`config.mk`:
```
export PLATFORM = sky130hd
export DESIGN_NAME = peripheral_dbg_pu_or1k_spr_arbiter
export DESIGN_NICKNAME = d
export VERILOG_FILES = /design/src/rtl/peripheral_dbg_pu_or1k_pkg.sv /design/src/rtl/peripheral_dbg_pu_or1k_rr_arbiter.sv /design/src/rtl/peripheral_dbg_pu_or1k_spr_arbiter.sv
export SDC_FILE = /design/constraint.sdc
export NUM_CORES = 1
export LEC_CHECK = 0
export ABC_AREA = 0
export CORE_UTILIZATION = 28
export CTS_BUF_LIST = sky130_fd_sc_hd__clkbuf_8 sky130_fd_sc_hd__clkbuf_16
export DETAILED_ROUTE_END_ITERATION = 16
export SLEW_MARGIN = 0
export SYNTH_ARGS = -nofsm -noshare
export SYNTH_HDL_FRONTEND = slang
export SYNTH_SLANG_ARGS = --single-unit
export TNS_END_PERCENT = 50
```
`constraint.sdc`:
```
create_clock -name cpu_clk_i -period 3.4 [get_ports cpu_clk_i]
set_clock_uncertainty 0.05 [all_clocks]
set_input_delay 0.51 -clock cpu_clk_i [delete_from_list [all_inputs] [get_ports cpu_clk_i]]
set_output_delay 0.51 -clock cpu_clk_i [all_outputs]
set_load 0.02 [all_outputs]
```
`src/rtl/peripheral_dbg_pu_or1k_pkg.sv`:
```
// Shared constants for the OR1K debug-side SPR arbiter: FSM state codes,
// SPR bus widths and the default access timeout.
package peripheral_dbg_pu_or1k_pkg;

    localparam int SPR_AW = 32;
    localparam int SPR_DW = 32;
    localparam int DEFAULT_TIMEOUT_CYCLES = 255;

    typedef logic [1:0] state_t;

    localparam state_t ST_IDLE = 2'd0;
    localparam state_t ST_BUSY = 2'd1;
    localparam state_t ST_ACK  = 2'd2;

endpackage

```
`src/rtl/peripheral_dbg_pu_or1k_rr_arbiter.sv`:
```
// Combinational round-robin picker: searches upward from last_grant_i+1
// (wrapping) and returns the first active request as one-hot and index.
module peripheral_dbg_pu_or1k_rr_arbiter #(
    parameter int NUM_REQ = 2,
    parameter int IDX_W   = 1
) (
    input  logic [NUM_REQ-1:0] req_i,
    input  logic [IDX_W-1:0]   last_grant_i,
    output logic [NUM_REQ-1:0] gnt_o,
    output logic [IDX_W-1:0]   idx_o,
    output logic               valid_o
);

    logic [IDX_W-1:0] cand;

    always_comb begin
        gnt_o   = '0;
        idx_o   = '0;
        valid_o = 1'b0;
        cand    = '0;
        for (int i = 1; i <= NUM_REQ; i++) begin
            cand = IDX_W'((int'(last_grant_i) + i) % NUM_REQ);
            if (!valid_o && req_i[cand]) begin
                valid_o     = 1'b1;
                idx_o       = cand;
                gnt_o[cand] = 1'b1;
            end
        end
    end

endmodule

```
`src/rtl/peripheral_dbg_pu_or1k_spr_arbiter.sv`:
```
// Shares the OR1K SPR master port between NUM_REQ debug requesters, one access
// at a time. Optional BUSY timeout: PERIPHERAL_DBG_PU_OR1K_SPR_TIMEOUT_EN.
module peripheral_dbg_pu_or1k_spr_arbiter
    import peripheral_dbg_pu_or1k_pkg::*;
#(
    parameter int NUM_REQ        = 2,
    parameter int TIMEOUT_CYCLES = DEFAULT_TIMEOUT_CYCLES
) (
    input  logic                     cpu_clk_i,
    input  logic                     cpu_rstn_i,
    input  logic [NUM_REQ-1:0]       req_stb_i,
    input  logic [NUM_REQ-1:0]       req_we_i,
    input  logic [NUM_REQ*32-1:0]    req_addr_i,
    input  logic [NUM_REQ*32-1:0]    req_data_i,
    output logic [31:0]              req_data_o,
    output logic [NUM_REQ-1:0]       req_ack_o,
    output logic [NUM_REQ-1:0]       req_err_o,
    output logic [NUM_REQ-1:0]       grant_o,
    output logic [31:0]              cpu_addr_o,
    output logic [31:0]              cpu_data_o,
    input  logic [31:0]              cpu_data_i,
    output logic                     cpu_stb_o,
    output logic                     cpu_we_o,
    input  logic                     cpu_ack_i
);

    localparam int IDX_W = (NUM_REQ > 1) ? $clog2(NUM_REQ) : 1;

    state_t              state_q, state_d;
    logic [IDX_W-1:0]    last_q, last_d;
    logic [SPR_AW-1:0]   addr_q, addr_d;
    logic [SPR_DW-1:0]   wdata_q, wdata_d;
    logic                we_q, we_d;
    logic [SPR_DW-1:0]   rdata_q, rdata_d;

    logic [NUM_REQ-1:0]  arb_gnt;
    logic [IDX_W-1:0]    arb_idx;
    logic                arb_valid;
    logic [SPR_AW-1:0]   sel_addr;
    logic [SPR_DW-1:0]   sel_data;
    logic                sel_we;
    logic [NUM_REQ-1:0]  owner_oh;

`ifdef PERIPHERAL_DBG_PU_OR1K_SPR_TIMEOUT_EN
    localparam int CNT_RAW = $clog2(TIMEOUT_CYCLES + 1);
    localparam int CNT_W   = (CNT_RAW < 8) ? 8 : ((CNT_RAW > 16) ? 16 : CNT_RAW);
    logic [CNT_W-1:0]    cnt_q, cnt_d;
    logic                err_q, err_d;
`endif

    peripheral_dbg_pu_or1k_rr_arbiter #(
        .NUM_REQ (NUM_REQ),
        .IDX_W   (IDX_W)
    ) u_rr (
        .req_i        (req_stb_i),
        .last_grant_i (last_q),
        .gnt_o        (arb_gnt),
        .idx_o        (arb_idx),
        .valid_o      (arb_valid)
    );

    always_comb begin
        sel_addr = '0;
        sel_data = '0;
        sel_we   = 1'b0;
        for (int k = 0; k < NUM_REQ; k++) begin
            if (arb_gnt[k]) begin
                sel_addr = req_addr_i[k*SPR_AW +: SPR_AW];
                sel_data = req_data_i[k*SPR_DW +: SPR_DW];
                sel_we   = req_we_i[k];
            end
        end
    end

    always_comb begin
        state_d = state_q;
        last_d  = last_q;
        addr_d  = addr_q;
        wdata_d = wdata_q;
        we_d    = we_q;
        rdata_d = rdata_q;
`ifdef PERIPHERAL_DBG_PU_OR1K_SPR_TIMEOUT_EN
        cnt_d   = cnt_q;
        err_d   = err_q;
`endif
        case (state_q)
            ST_IDLE: begin
                if (arb_valid) begin
                    state_d = ST_BUSY;
                    last_d  = arb_idx;
                    addr_d  = sel_addr;
                    wdata_d = sel_data;
                    we_d    = sel_we;
`ifdef PERIPHERAL_DBG_PU_OR1K_SPR_TIMEOUT_EN
                    cnt_d   = '0;
                    err_d   = 1'b0;
`endif
                end
            end
            ST_BUSY: begin
                // A slave ack in the timeout cycle still counts as a normal completion.
                if (cpu_ack_i) begin
                    state_d = ST_ACK;
                    rdata_d = cpu_data_i;
`ifdef PERIPHERAL_DBG_PU_OR1K_SPR_TIMEOUT_EN
                end else if (cnt_q == CNT_W'(TIMEOUT_CYCLES - 1)) begin
                    state_d = ST_ACK;
                    rdata_d = '0;
                    err_d   = 1'b1;
                end else begin
                    cnt_d   = cnt_q + 1'b1;
`endif
                end
            end
            ST_ACK:  state_d = ST_IDLE;
            default: state_d = ST_IDLE;
        endcase
    end

    always_ff @(posedge cpu_clk_i or negedge cpu_rstn_i) begin
        if (!cpu_rstn_i) begin
            state_q <= ST_IDLE;
            last_q  <= IDX_W'(NUM_REQ - 1);
            rdata_q <= '0;
`ifdef PERIPHERAL_DBG_PU_OR1K_SPR_TIMEOUT_EN
            cnt_q   <= '0;
            err_q   <= 1'b0;
`endif
        end else begin
            state_q <= state_d;
            last_q  <= last_d;
            rdata_q <= rdata_d;
`ifdef PERIPHERAL_DBG_PU_OR1K_SPR_TIMEOUT_EN
            cnt_q   <= cnt_d;
            err_q   <= err_d;
`endif
        end
    end

    // Request latches are only observed through BUSY-gated outputs, so no reset.
    always_ff @(posedge cpu_clk_i) begin
        addr_q  <= addr_d;
        wdata_q <= wdata_d;
        we_q    <= we_d;
    end

    always_comb begin
        owner_oh   = NUM_REQ'(1) << last_q;
        grant_o    = (state_q != ST_IDLE) ? owner_oh : '0;
        req_ack_o  = (state_q == ST_ACK) ? owner_oh : '0;
        req_data_o = (state_q == ST_ACK) ? rdata_q : '0;
`ifdef PERIPHERAL_DBG_PU_OR1K_SPR_TIMEOUT_EN
        req_err_o  = (state_q == ST_ACK && err_q) ? owner_oh : '0;
`else
        req_err_o  = '0;
`endif
        cpu_stb_o  = (state_q == ST_BUSY);
        cpu_we_o   = (state_q == ST_BUSY) && we_q;
        cpu_addr_o = (state_q == ST_BUSY) ? addr_q : '0;
        cpu_data_o = (state_q == ST_BUSY) ? wdata_q : '0;
    end

endmodule

```
==> reports/qor.txt, run 1 <==
outcome = finished clean
worst skew pair latency = 0.34 ns
Reg2Reg Launch Point = state_q[0]$_DFFE_PN0P_
R2R depth = 3
final worst-path cycle share = 88.2%
Max stage delay on crit path = 0.60 ns
IO Count = 271
Core Box Area = 0.0172 mm^2
worst vdd rail ir drop = 0.000401 V
Tmin final = 3.00 ns
Initial Util = 28.5%
# fillers = 1499
Ys Warns = 0
number of global-route vias before repair = 4119
area grow syn2layout = 62.9%
cts hold-fix bufs = 0
TritonCTS clock tree = yes
Worst Path Max Fanout = 29
slowest stage cell, crit path = clkdlybuf4s50_1
Resized cells post-CTS = 0
Worst setup SP type = flip-flop
crit path DAT = 2.44 ns
#FFs+latches synth = 100
Fmax achieved = 333 MHz
Routed Antenna Nets = 0
worst r2r dst = wdata_q[16]$_DFFE_PP_
RSZ-0062 raised after global routing = no
starting DRC count in detailed routing = 101
number of buffers created by CTS = 9
HPWL Detailed = 10400 um
ant diodes = 0
CP Data Required Time = 2.84 ns
cells along the critical path = nor2b_4 > buf_4 > and2_1 > clkdlybuf4s50_1
layout net count = 769
CTS H-tree depth = 3
Setup CP Type = reg -> out
Die Span X = 135 um
chip height = 135 um
setup TNS = 0 ns
Worst Hold End = rdata_q[24]$_DFFE_PN0P_
max cap viols = 0
post-synth top area share = 39.7%
WHS Path Cells = 1
initial antenna violation count = 0
largest net degree at the start of global routing = 57
Tightest Pin Transition = 0.669 ns
Max-slew headroom = 55.3%
Setup Fix Bufs, Post-CTS = 0
via count = 3838
CP top delay family = buffers and inverters
proportion of synthesized chip area in sequential cells = 57.5%
FF-to-FF setup slack = 1.25 ns
cell taking the most area after synthesis = edfxtp_1
Leak = 3.01 nW
final count of hold timing violations = 0
total iterations of the first detailed-routing run = 4
final WL = 14300 um
Hold Path Class = reg -> reg
Area contributors post-synth = edfxtp_1, dfrtp_1, a32o_1, and2_1, mux2_4
CP endpoint kind = output port
vias per cell = 4.61
drt wl/cell = 17.2 um
power per cell area = 612 mW/mm^2
post-synthesis instance area = 0.00492 mm^2
wire length of the first global-routing pass = 21900 um
CTS Buffer Depth = 2
Synth Instances = 350
CTS root buf = clkbuf_16
drt drc = 0
GRT Total Usage = 15.9%
layout cells sized above 1 = 10.2%
hold path startpoint = rdata_q[24]$_DFFE_PN0P_
fin. max-slew vios = 0
gpl congestion = 0.762
Port Buf Inserts = 268
crit path launch = state_q[0]$_DFFE_PN0P_
hold_ws = 0.451 ns
total gr overflow = 0
worst path buffer plus inverter count = 2
clk slew on worst S/H paths = 0.07 ns
Clock Sinks = 100
Avg Cell Area, Syn = 14.1 um^2
synth unique cells = 25
final setup vio count = 0
die footprint = 0.0181 mm^2
Rows = 48
-- layer usage --
| metal | global-route usage (%) | share of wire [%] |
|---|---|---|
| met4 | 5.12 | 1.8 |
| met2 | 29.4 | 52 |
| met5 | 0 | 0 |
| met1 | 16.7 | 38 |
| met3 | 5.74 | 8.4 |
-- area by class of cell --
type                       instances  area [um^2]  area share [%]
clock buffer                      10          250            3.12
timing repair buffer             278         2750            34.3
inverter                           2         7.51          0.0936
multi-input combinational        211         1860            23.3
sequential                       100         2830            35.3
tap                              225          282            3.51
clock inverter                     6         31.3           0.390
-- sequential cells by signal, summed over array words and instances (netlist names) --
signal and flops:
wdata_q 32, we_q 1, rdata_q 32, addr_q 32, state_q 2, last_q 1
-- worst max path at each step --
stage,to,depth (start not counted)
floorplan,addr_q[0]$_DFFE_PP_,4
global placement,cpu_addr_o[11],4
finish,cpu_data_o[10],4
detailed placement,cpu_addr_o[24],4
global route,cpu_addr_o[24],4
CTS,cpu_addr_o[24],4
-- synth_stat cells --
master	count
o32ai_1	1
and2b_1	1
nand2b_1	1
dfrtp_1	34
o21a_1	1
conb_1	1
mux2_4	29
a32o_1	65
buf_2	8
buf_4	9
nor2_1	3
clkbuf_2	4
inv_1	2
dfstp_2	1
nor2b_2	1
a211oi_1	1
a21boi_1	1
and2_1	99
nor3b_1	1
nor3_1	1
mux2_2	3
clkbuf_1	10
nand3b_4	1
edfxtp_1	65
buf_6	7
-- power by group --
| group | switching [W] | internal, W |
|---|---|---|
| Combinational | 0.000953 | 0.00110 |
| Clock | 0.000434 | 0.000534 |
| Sequential | 0.000151 | 0.00174 |
-- cell families (layout without fill, tap and decap cells) --
group                  after synthesis  in the layout  share of synthesized area (%)
buffers and inverters               40            296                           5.11
DFF                                100            100                           57.5
other                                1              2                         0.0762
muxes                               32             32                           9.53
AOI/OAI and AO/OA                   69             69                           13.9
and+or+nand+nor                    108            108                           13.9
-- layout by cell type (no fill, tap or decap), drive strengths merged, types with 2 or more instances in the layout --
| cell type | n |
|---|---|
| clkdlybuf4s50 | 267 |
| conb | 2 |
| a32o | 65 |
| dfrtp | 34 |
| clkbuf | 10 |
| nor2 | 3 |
| and2 | 99 |
| inv | 7 |
| buf | 11 |
| edfxtp | 65 |
| mux2 | 32 |
-- worst reg2reg max path, delay by kind of cell, from the launching register on --
family | cells | cell delay (ns)
simple gates | 1 | 0.24
compound gates | 1 | 0.60
buf+inv | 1 | 0.45
flops | 1 | 0.48
-- per-stage QoR --
stage               worst slack (ns)  total power, W  instance area [um^2]  cells  util (%)
detailed placement             0.702         0.00399                  7730    816      44.9
floorplan                      0.394         0.00309                  4920    351         -
global placement               0.769         0.00394                  7730    816      44.9
CTS                            0.318         0.00499                  8020    832      46.5
finish                         0.400         0.00490                  8020    832      46.5
global route                   0.144         0.00519                  8020    832      46.5
No activity file was read; power rests on OpenSTA's default activity.
==> inputs of run 2 (changes only) <==
Settings changed: PLACE_DENSITY_LB_ADDON set to 0.2, SKIP_LAST_GASP set to 1.
==> run 2 against run 1 <==
Combinational power about the same. Via count shrank 0.34%. Sequential share of layout area grew 0.061 points. Highest routed layer unchanged. Core utilization fell by 0.080 points. Routed wire length shrank 1.7%. Critical path type unchanged. Die area did not move. Largest power group unchanged. Clock power is 3.8% lower. Hold slack got worse by 0.25 ns. Global-route usage decreased by 0.60 points. Sequential power is essentially flat.
==> reports/qor.txt, run 2 (same netlist as run 1, synthesis figures left out) <==
max cap viols = 0
Rows = 48
TritonCTS clock tree = yes
Worst Path Max Fanout = 30
number of buffers created by CTS = 9
CTS H-tree depth = 3
initial antenna violation count = 0
GRT Total Usage = 15.3%
Reg2Reg Launch Point = state_q[0]$_DFFE_PN0P_
Initial Util = 28.5%
cell depth of the worst setup path = 4
Max stage delay on crit path = 0.60 ns
final WL = 14100 um
Power Internal = 0.00333 W
Leak = 2.99 nW
top layer in use = met4
register area = 0.00283 mm^2
starting DRC count in detailed routing = 153
CP top delay family = buffers and inverters
commonest non-fill, non-tap cell in the layout = clkdlybuf4s50_1
layout cells sized above 1 = 10.1%
CP Data Required Time = 2.84 ns
sequential share of power = 38.7%
setup TNS = 0 ns
vias per cell = 4.61
layout net count = 766
Core Box Area = 0.0172 mm^2
power per cell area = 609 mW/mm^2
Fmax achieved = 338 MHz
area of the multi-input gates = 0.00186 mm^2
Clock Sinks = 100
Final Non-Filler Cells = 829
number of global-route vias before repair = 3748
final worst-path cycle share = 87.0%
switch share = 31.7%
drt wl/cell = 17.0 um
Resized cells post-CTS = 0
wl on met1 = 5760 um
via count = 3825
crit path DAT = 2.40 ns
IO Count = 271
CTS root buf = clkbuf_16
cts hold-fix bufs = 0
# fillers = 1524
commonest cells after routing, fill and taps aside = clkdlybuf4s50_1, and2_1, a32o_1, edfxtp_1, dfrtp_1
Tmin final = 2.96 ns
drt drc = 0
final setup vio count = 0
RSZ-0062 raised after global routing = no
Comb power frac = 42.2%
cells along the critical path = nor2b_4 > buf_4 > and2_1 > clkdlybuf4s50_1
Routed Antenna Nets = 0
worst skew pair latency = 0.34 ns
largest net degree at the start of global routing = 46
fin. max-slew vios = 0
Setup Fix Bufs, Post-CTS = 0
chip height = 135 um
area grow syn2layout = 62.6%
biggest regs = addr_q: 32 flops, rdata_q: 32 flops, wdata_q: 32 flops
ant diodes = 0
total gr overflow = 0
outcome = finished clean
final count of hold timing violations = 0
FF-to-FF setup slack = 1.29 ns
dpl cells = 813
clk slew on worst S/H paths = 0.06 ns
slowest stage cell, crit path = clkdlybuf4s50_1
worst vdd rail ir drop = 0.000332 V
total iterations of the first detailed-routing run = 5
Setup CP Type = reg -> out
Worst setup SP type = flip-flop
worst r2r dst = addr_q[0]$_DFFE_PP_
die footprint = 0.0181 mm^2
metal2 WL = 7020 um
Hold Path Class = in -> async
R2R depth = 3
Max-slew headroom = 47.2%
Port Buf Inserts = 268
gpl congestion = 0.752
wire length of the first global-routing pass = 20800 um
CP endpoint kind = output port
CTS Buffer Depth = 2
Tightest Pin Transition = 0.792 ns
Die Span X = 135 um
Sw Pwr = 0.00155 W
routed length on met3 = 1170 um
HPWL Detailed = 10100 um
worst path buffer plus inverter count = 2
Clock power frac = 19.1%
-- run 2: cell types whose count changed in the layout (fill, tap and decap cells not counted) --
| cell | delta |
|---|---|
| buf_12 | +2 |
| buf_2 | +1 |
| buf_4 | -5 |
| clkbuf_16 | -1 |
| clkdlybuf4s50_1 | -1 |
| clkinv_1 | +1 |
| clkinv_4 | +2 |
| clkinvlp_2 | +1 |
| clkinvlp_4 | +1 |
| inv_1 | -2 |
| inv_4 | -2 |
-- run 2: worst max-delay path by stage --
stage / start / endpoint / slack, ns
after global routing: state_q[0]$_DFFE_PN0P_ / cpu_addr_o[7] / 0.20
after CTS: state_q[0]$_DFFE_PN0P_ / cpu_data_o[10] / 0.37
after global placement: state_q[0]$_DFFE_PN0P_ / cpu_data_o[10] / 0.85
after floorplan: req_stb_i[0] / addr_q[0]$_DFFE_PP_ / 0.39
final: state_q[0]$_DFFE_PN0P_ / cpu_data_o[7] / 0.44
after detailed placement: state_q[0]$_DFFE_PN0P_ / cpu_data_o[10] / 0.77
-- run 2: layer usage --
metal | vias up | global-route usage (%)
li1 | 1818 | -
met1 | 1812 | 17.4
met2 | 183 | 27.2
met3 | 12 | 4.73
met4 | 0 | 5.06
met5 | - | 0
-- run 2: power groups by stage --
stage | logic (W) | registers, W | clock network, W
floorplan | 0.00124 | 0.00185 | 0
CTS | 0.00209 | 0.00189 | 0.000967
global route | 0.00219 | 0.00193 | 0.00102
detailed placement | 0.00209 | 0.00190 | 0
global placement | 0.00206 | 0.00191 | 0
finish | 0.00206 | 0.00189 | 0.000931
-- run 2: per-stage QoR --
| stage | setup slack (ns) | hold WS [ns] | cell area [um^2] | power (W) | utilization [%] |
|---|---|---|---|---|---|
| floorplan | 0.394 | 0.164 | 4920 | 0.00309 | - |
| global placement | 0.845 | 0.431 | 7730 | 0.00397 | 44.9 |
| detailed placement | 0.770 | 0.434 | 7730 | 0.00399 | 44.9 |
| CTS | 0.369 | 0.211 | 8000 | 0.00495 | 46.4 |
| global route | 0.197 | 0.271 | 8000 | 0.00514 | 46.4 |
| finish | 0.444 | 0.198 | 8000 | 0.00488 | 46.4 |
-- run 2: area by class of cell --
type                    instances  area share [%]
clock inverters                 7           0.563
repair buffers                275            34.4
multi-input cells             211            23.3
clock buffers                   9            2.81
flip-flops and latches        100            35.4
well taps                     225            3.52
inverters                       2          0.0938
-- run 2: worst register-to-register path, delay by kind of cell (launching register included) --
family	cells	cell delay [ns]
buf+inv	1	0.30
simple gates	1	0.31
flops	1	0.48
compound gates	1	0.63
==> inputs of run 3 (changes only) <==
Settings changed: ABC_CLOCK_PERIOD_IN_PS set to 3400, CTS_CLUSTER_SIZE set to 30.
==> results of run 3 <==
Same layout as run 2: the final DEF is identical, and so are final timing and power.
